[src/rtl/ebus_diag_pkg.sv]
// Shared types and constants for the console EBUS diagnostic sequencer.
package ebus_diag_pkg;

  typedef enum logic [2:0] {
    DIAG_IDLE,
    DIAG_SETUP,
    DIAG_STROBE,
    DIAG_HOLD,
    DIAG_DONE
  } diagSeqStateT;

  localparam logic [6:0] diagLdFunc076 = 7'o076;
  localparam logic [6:0] diagClkEdp    = 7'o077;
  localparam logic [6:0] diagRdFunc10x = 7'o100;

  // DEC numbers ds[0:6] MSB-first, so ds[0] is bit 6 of the packed code here.
  function automatic logic isDiagRead(input logic [6:0] func);
    return func[6];
  endfunction

endpackage

[src/rtl/ebus_diag_seq.sv]
// Console diagnostic-function sequencer: drives ds/data/diagStrobe through setup, strobe, hold.
// Latency S+T+H+1 cycles accept-to-rsp_valid; req_ready low while busy or microcode owns the port.
module ebus_diag_seq
  import ebus_diag_pkg::*;
#(
  parameter int SETUP_CYCLES  = 2,
  parameter int STROBE_CYCLES = 4,
  parameter int HOLD_CYCLES   = 2
) (
  input  logic        CLK,
  input  logic        RESET,
  input  logic        req_valid,
  output logic        req_ready,
  input  logic [6:0]  req_func,
  input  logic [35:0] req_wdata,
  input  logic        ucode_diag,
  output logic        rsp_valid,
  output logic [35:0] rsp_rdata,
  output logic        busy,
  output logic [6:0]  ebus_ds,
  output logic        ebus_diag_strobe,
  output logic [35:0] ebus_data_out,
  output logic        ebus_data_drive,
  input  logic [35:0] ebus_data_in
);

  localparam int MAX_CYC = (SETUP_CYCLES > STROBE_CYCLES)
                         ? ((SETUP_CYCLES > HOLD_CYCLES) ? SETUP_CYCLES : HOLD_CYCLES)
                         : ((STROBE_CYCLES > HOLD_CYCLES) ? STROBE_CYCLES : HOLD_CYCLES);
  localparam int CW = $clog2(MAX_CYC + 1);

  // Counter holds "cycles remaining after this one" so a phase ends when it reads 0.
  localparam logic [CW-1:0] SETUP_LD  = CW'(SETUP_CYCLES - 1);
  localparam logic [CW-1:0] STROBE_LD = CW'(STROBE_CYCLES - 1);
  localparam logic [CW-1:0] HOLD_LD   = CW'(HOLD_CYCLES - 1);

  diagSeqStateT    state;
  logic [CW-1:0]   cnt;
  logic            rd_q;

  assign req_ready = (state == DIAG_IDLE) && !ucode_diag;

  always_ff @(posedge CLK) begin
    if (RESET) begin
      state            <= DIAG_IDLE;
      cnt              <= '0;
      rd_q             <= 1'b0;
      rsp_valid        <= 1'b0;
      rsp_rdata        <= '0;
      busy             <= 1'b0;
      ebus_ds          <= '0;
      ebus_diag_strobe <= 1'b0;
      ebus_data_out    <= '0;
      ebus_data_drive  <= 1'b0;
    end else begin
      rsp_valid <= 1'b0;
      case (state)
        DIAG_IDLE: begin
          if (req_valid && req_ready) begin
            state           <= DIAG_SETUP;
            cnt             <= SETUP_LD;
            rd_q            <= isDiagRead(req_func);
            busy            <= 1'b1;
            rsp_rdata       <= '0;
            ebus_ds         <= req_func;
            ebus_data_drive <= !isDiagRead(req_func);
            ebus_data_out   <= isDiagRead(req_func) ? 36'h0 : req_wdata;
          end
        end
        DIAG_SETUP: begin
          if (cnt == '0) begin
            state            <= DIAG_STROBE;
            cnt              <= STROBE_LD;
            ebus_diag_strobe <= 1'b1;
          end else begin
            cnt <= cnt - 1'b1;
          end
        end
        DIAG_STROBE: begin
          if (cnt == '0) begin
            state            <= DIAG_HOLD;
            cnt              <= HOLD_LD;
            ebus_diag_strobe <= 1'b0;
            if (rd_q) rsp_rdata <= ebus_data_in;
          end else begin
            cnt <= cnt - 1'b1;
          end
        end
        DIAG_HOLD: begin
          if (cnt == '0) begin
            // Dropping ds to 0 hands CONSOLE CONTROL back to microcode.
            state           <= DIAG_DONE;
            rsp_valid       <= 1'b1;
            ebus_ds         <= '0;
            ebus_data_drive <= 1'b0;
            ebus_data_out   <= '0;
          end else begin
            cnt <= cnt - 1'b1;
          end
        end
        DIAG_DONE: begin
          state <= DIAG_IDLE;
          busy  <= 1'b0;
        end
        default: begin
          state            <= DIAG_IDLE;
          busy             <= 1'b0;
          ebus_ds          <= '0;
          ebus_diag_strobe <= 1'b0;
          ebus_data_drive  <= 1'b0;
          ebus_data_out    <= '0;
        end
      endcase
    end
  end

endmodule

[config.mk]
export PLATFORM = sky130hd
export DESIGN_NAME = ebus_diag_seq
export DESIGN_NICKNAME = d
export VERILOG_FILES = /design/src/rtl/ebus_diag_pkg.sv /design/src/rtl/ebus_diag_seq.sv
export SDC_FILE = /design/constraint.sdc
export NUM_CORES = 1
export LEC_CHECK = 0
export ABC_AREA = 1
export BUFFER_PORTS_ARGS = -buffer_cell sky130_fd_sc_hd__buf_4
export CORE_ASPECT_RATIO = 0.9
export CORE_MARGIN = 3
export CORE_UTILIZATION = 30
export DETAILED_ROUTE_END_ITERATION = 12
export GPL_ROUTABILITY_DRIVEN = 0
export PLACE_DENSITY_LB_ADDON = 0.12
export SYNTH_ARGS = -nofsm -noshare
export SYNTH_HDL_FRONTEND = slang
export SYNTH_SLANG_ARGS = --single-unit
[constraint.sdc]
create_clock -name CLK -period 2.15 [get_ports CLK]
set_input_delay 0.215 -clock CLK [delete_from_list [all_inputs] [get_ports CLK]]
set_output_delay 0.215 -clock CLK [all_outputs]
set_load 0.05 [all_outputs]
Yosys cells after proc, flatten, opt, wreduce, memory -nomap -nowiden

Index checks and enable logic that the tools add are counted.

Flip-flop bits (word level): 90
Bits in latches: 0
Bits in writable memories: 0
ROM bits: 0
Bits of input ports: 83
Output and inout port bits: 84
Logic and storage cells: 72
Memories kept: 0

Add/subtract/negate cells: 1
Multipliers: 0
Div/mod/pow operators: 0
Order comparisons: 0
Equal/unequal tests: 10
Shift operators: 0
Muxes and demuxes: 28
Bitwise gates (word level): 4
Reductions and logical operators: 19

Operators with widths:

| cell                                                   | number |
|---|---|
| two-way mux 36 bit                                     | 6 |
| one-hot mux 36 bit (3 select lines)                    | 1 |
| one-hot mux 36 bit (2 select lines)                    | 1 |
| one-hot mux 3 bit (4 select lines)                     | 2 |
| two-way mux 3 bit                                      | 7 |
| one-hot mux 7 bit (3 select lines)                     | 1 |
| two-way mux 7 bit                                      | 2 |
| inequality test 2 bit (second input constant)          | 5 |
| AND reduction 3 bit                                    | 3 |
| OR reduction 3 bit                                     | 3 |
| AND reduction 4 bit                                    | 2 |
| equality test 3 x 2 -> 1 bit (second input constant)   | 2 |
| zero test 3 bit                                        | 2 |
| one-hot mux 1 bit (3 select lines)                     | 2 |
| two-way mux 1 bit                                      | 5 |
| NOT 1 bit                                              | 4 |
| AND reduction 2 bit                                    | 2 |
| nonzero test 4 bit                                     | 1 |
| equality test 3 x 1 -> 1 bit (second input constant)   | 1 |
| equality test 3 bit (second input constant)            | 1 |
| subtractor 3 x 1 -> 3 bit (second input constant)      | 1 |
| logical AND 1 bit                                      | 2 |
| zero test 1 bit                                        | 2 |
| inequality test 2 x 1 -> 1 bit (second input constant) | 1 |
| 3 further kinds                                        | 3 |

Longest topological paths before layout

Word-level depth: 5
Mapped depth: 11
Mapped depth without buffers: 11

Worst setup path before layout

No wires, ideal clock.

Kind: reg2reg
Start: register state[1]
End: register ebus_ds[6]
Library setup time: 0.071 ns
Arrival time: 1.815 ns
Data required time: 2.079 ns
Setup slack: 0.264 ns
Cell stages (with the launch flop): 8
Period minus slack after synthesis: 1.886 ns
Path through: dfxtp_1 -> buf_2 -> inv_1 -> nand2_1 -> buf_2 -> nor2_1 -> nand3_1 -> a21oi_1

Word-level cells in the longest chain between the ends: 5

RTL lines:

| item                                            | line                | text |
|---|---|---|
| from (decl)                                     | ebus_diag_seq.sv:37 | `diagSeqStateT state;` |
| from (signal assigned)                          | ebus_diag_seq.sv:45 | `state <= DIAG_IDLE;` |
| from (signal assigned)                          | ebus_diag_seq.sv:60 | `state <= DIAG_SETUP;` |
| from (signal assigned)                          | ebus_diag_seq.sv:72 | `state <= DIAG_STROBE;` |
| zero test 3 bit                                 | ebus_diag_seq.sv:41 | `assign req_ready = (state == DIAG_IDLE) && !ucode_diag;` |
| logical AND 1 bit                               | ebus_diag_seq.sv:41 |  |
| named net req_ready                             | ebus_diag_seq.sv:13 | `output logic req_ready,` |
| logical AND 1 bit                               | ebus_diag_seq.sv:59 | `if (req_valid && req_ready) begin` |
| inequality test 2 x 1 -> 1 bit (no source line) | --                  |  |
| AND reduction 3 bit (no source line)            | --                  |  |
| to (signal assigned)                            | ebus_diag_seq.sv:65 | `ebus_ds <= req_func;` |
| to (decl)                                       | ebus_diag_seq.sv:20 | `output logic [6:0] ebus_ds,` |

The timed path passes the listed nets, and every way through them passes these cells.
A chain may end at the register's enable or synchronous reset.

Final worst setup path

Start: register cnt[0]
End: register rsp_rdata[31]

Word-level cells in the longest chain between the ends: 3

RTL lines:

| item                                   | line                | text |
|---|---|---|
| from (decl)                            | ebus_diag_seq.sv:38 | `logic [CW-1:0] cnt;` |
| from (signal assigned)                 | ebus_diag_seq.sv:76 | `cnt <= cnt - 1'b1;` |
| from (signal assigned)                 | ebus_diag_seq.sv:86 | `cnt <= cnt - 1'b1;` |
| from (signal assigned)                 | ebus_diag_seq.sv:98 | `cnt <= cnt - 1'b1;` |
| zero test 3 bit                        | ebus_diag_seq.sv:80 | `if (cnt == '0) begin` |
| inequality test 2 bit (no source line) | --                  |  |
| AND reduction 4 bit (no source line)   | --                  |  |
| to (signal assigned)                   | ebus_diag_seq.sv:84 | `if (rd_q) rsp_rdata <= ebus_data_in;` |
| to (decl)                              | ebus_diag_seq.sv:18 | `output logic [35:0] rsp_rdata,` |

Every way passes these cells.

==> results.txt <==
CORE AREA: 13,000 sq um
Clk slew on worst S/H paths: 0.07 ns
PostCTS Resize Cnt: 0
Chip width: 129 microns
Fin. Hold Viols: 0
Remaining antenna violation count: 0
Ant. Diodes: 0
Pleak: 2.83 nW
YS warnings: 0
Ys async rst share: 0%
P_sw: 4.63 mW
Area leader, netlist: dfxtp_1
Clk_lat worst skew: 0.33 ns
Drt wl/cell: 12.9 microns
Critical path's slowest cell: clkinv_2
Routed WL: 11,900 microns
Routed vias/inst: 4.56
Area contributors post-synth: dfxtp_1 44%, nor2_1 12%, inv_1 7.6%, nand2_1 6.8%, nand3_1 6.0%
Slew Viols, Final: 0
Worst Path Class, Setup: reg2reg
DP Wirelength: 8050 microns
Post-Syn Area: 4100 sq um
First-pass GRT wire length: 19,100 microns
VDD IR max: 0.000814 V
Slew HR: 65.6%
Critical Path End Type: register
Number of synthesized flops with an enable pin: 0
CTS tree: built
Tmin final: 1.86 ns
Synth unique cells: 24
Main synth FF type: dfxtp_1
Leading cell types by count after synthesis: 133 x nor2_1, 90 x dfxtp_1, 83 x inv_1
CTS Sinks: 90
Final setup vio count: 0
RSZ-0062 raised after global routing: no
Vias: 4,212
Max Cap Viol: 0
IO Count: 167
Clock Root Buffer: clkbuf_16
Hold Path Class: in2reg
GRT Total Usage: 15.3%
Largest stage delay on the critical path: 0.36 ns
Initial DRC Count: 310
Status: completed
Worst path required time: 2.42 ns
Seq/Total Area, Yosys: 44.0%
Least-Margin Pin Slew: 0.516 ns
Vias in the first global route: 3,989
CP bufs+invs: 3
Synth top area share: 44.0%
Initial Util: 31.4%
Post-CTS Setup Bufs: 0
Mean Syn Cell Area: 6.71 sq um
# rows: 39
Hold Buf Count CTS: 0
Seq cells post-synth: 90
Layout cells sized above 1: 26.6%
Fillers: 1,360
Number of buffers added on ports: 166
Syn Inst Count: 610
Fin Setup TNS: 0 ns
DR pass1 iterations: 4
Number of H-tree levels: 3
Cell-internal power: 4.54 mW
Area added between synthesis and finish: 39.7%
CTS Buffer Depth: 2
Arrival time worst endpoint: 2.13 ns
Cells along the critical path: inv_1 > ha_1 > inv_1 > nor2_2 > nand2_1 > a21oi_1 > nand2_4 > clkinv_2 > nor2_1 > nor2_1
Clk pwr share: 17.1%
Pin count of the biggest net entering global routing: 47
Initial antenna violation count: 0
Fin util: 43.9%
CP Launch Type: register
CP Max Fanout: 36
Register-to-Register Path Depth: 10
Num CTS Buffers: 9
Maximum operating frequency: 537 MHz
# nets final: 839
Share of total power in sequential cells: 26.0%
Mapped Nets: 695
Sw Share: 50.5%
PwrDens: 1600 nW/um^2
Crit path depth: 10
Gate power share: 56.8%
Die Area: 15,100 sq um
Family with the most delay on the worst path: simple AND/OR/NAND/NOR gates
GRT Residual Overflow: 0
Final Cycle Share: 86.6%
Hold path cells: 3
Die H: 117 microns
Residual DRC: 0
Clock Skews: 0.00526 ns
Most common cell in the netlist: nor2_1
==> metrics by stage <==
stage / setup slack (ns) / area (sq um) / hold WS [ns] / power (mW) / std cells
2_1_floorplan: 0.264 / 4100 / 0.381 / 6.31 / 610
3_3_place_gp: 0.319 / 5430 / 0.451 / 7.62 / 907
3_5_place_dp: 0.283 / 5430 / 0.453 / 7.66 / 907
4_1_cts: 0.271 / 5720 / 0.188 / 9.26 / 923
5_1_grt: 0.0416 / 5720 / 0.223 / 9.88 / 923
6_report: 0.289 / 5720 / 0.200 / 9.17 / 923
==> area by class of cell <==
type / instances / area (sq um) / share of cell area, %
Tap cell: 164 / 205 / 3.59
Multi-Input combinational cell: 392 / 1760 / 30.8
Inverter: 87 / 328 / 5.73
Sequential cell: 90 / 1800 / 31.5
Timing Repair Buffer: 174 / 1330 / 23.3
Clock buffer: 9 / 225 / 3.94
Clock inverter: 7 / 68.8 / 1.20
==> sequential cells by signal, summed over array words and instances (netlist names) <==
| signal | count |
|---|---|
| busy | 1 |
| cnt | 3 |
| ebus_data_drive | 1 |
| ebus_data_out | 36 |
| ebus_diag_strobe | 1 |
| ebus_ds | 7 |
| rd_q | 1 |
| rsp_rdata | 36 |
| rsp_valid | 1 |
| state | 3 |
==> metal layers <==
layer	up-vias	part of all wire, %	track usage [%]	wire (microns)
met2	135	46	24.9	5480
li1	2187	-	-	-
met1	1874	46	20.2	5480
met3	16	6.1	3.58	722
met4	0	1.6	5.18	193
met5	-	0	0	0
==> power by group through the flow <==
| stage | combinational, mW | sequential [mW] | clock [mW] |
|---|---|---|---|
| final | 5.21 | 2.39 | 1.57 |
| after global routing | 5.75 | 2.44 | 1.69 |
| after CTS | 5.24 | 2.39 | 1.63 |
| after detailed placement | 5.24 | 2.42 | 0 |
| after global placement | 5.20 | 2.42 | 0 |
| after floorplan | 2.66 | 3.65 | 0 |
==> path summary, 6_finish.rpt <==
kind                                        start                 to  slack [ns]
worst min-delay path                    req_valid               busy        0.20
worst max-delay path                       cnt[0]      rsp_rdata[31]        0.29
worst min register to register  ebus_data_out[26]  ebus_data_out[26]        0.46
worst max register to register             cnt[0]      rsp_rdata[31]        0.29
==> cells in the final DEF (no fill, tap or decap), drive strengths merged <==
| master | count |
|---|---|
| a21oi | 47 |
| buf | 174 |
| bufinv | 1 |
| clkbuf | 9 |
| clkinv | 4 |
| clkinvlp | 2 |
| dfxtp | 90 |
| ha | 2 |
| inv | 87 |
| nand2 | 77 |
| nand3 | 50 |
| nand4 | 2 |
| nor2 | 136 |
| nor3 | 37 |
| o21ai | 40 |
| o22ai | 1 |
==> tightest hold or removal path, delay by kind of cell <==
kind            cells  cell delay, ns
buf+inv             1            0.13
simple gates        1            0.08
compound gates      1            0.06
==> cells by family after synthesis <==
| group | count (synthesis) | synth area share [%] |
|---|---|---|
| flops | 90 | 44.0 |
| compound gates | 88 | 11.1 |
| fa+ha+maj | 2 | 0.611 |
| simple gates | 302 | 31.3 |
| buf+inv | 128 | 13.0 |
(Power assumes the default switching activity.)
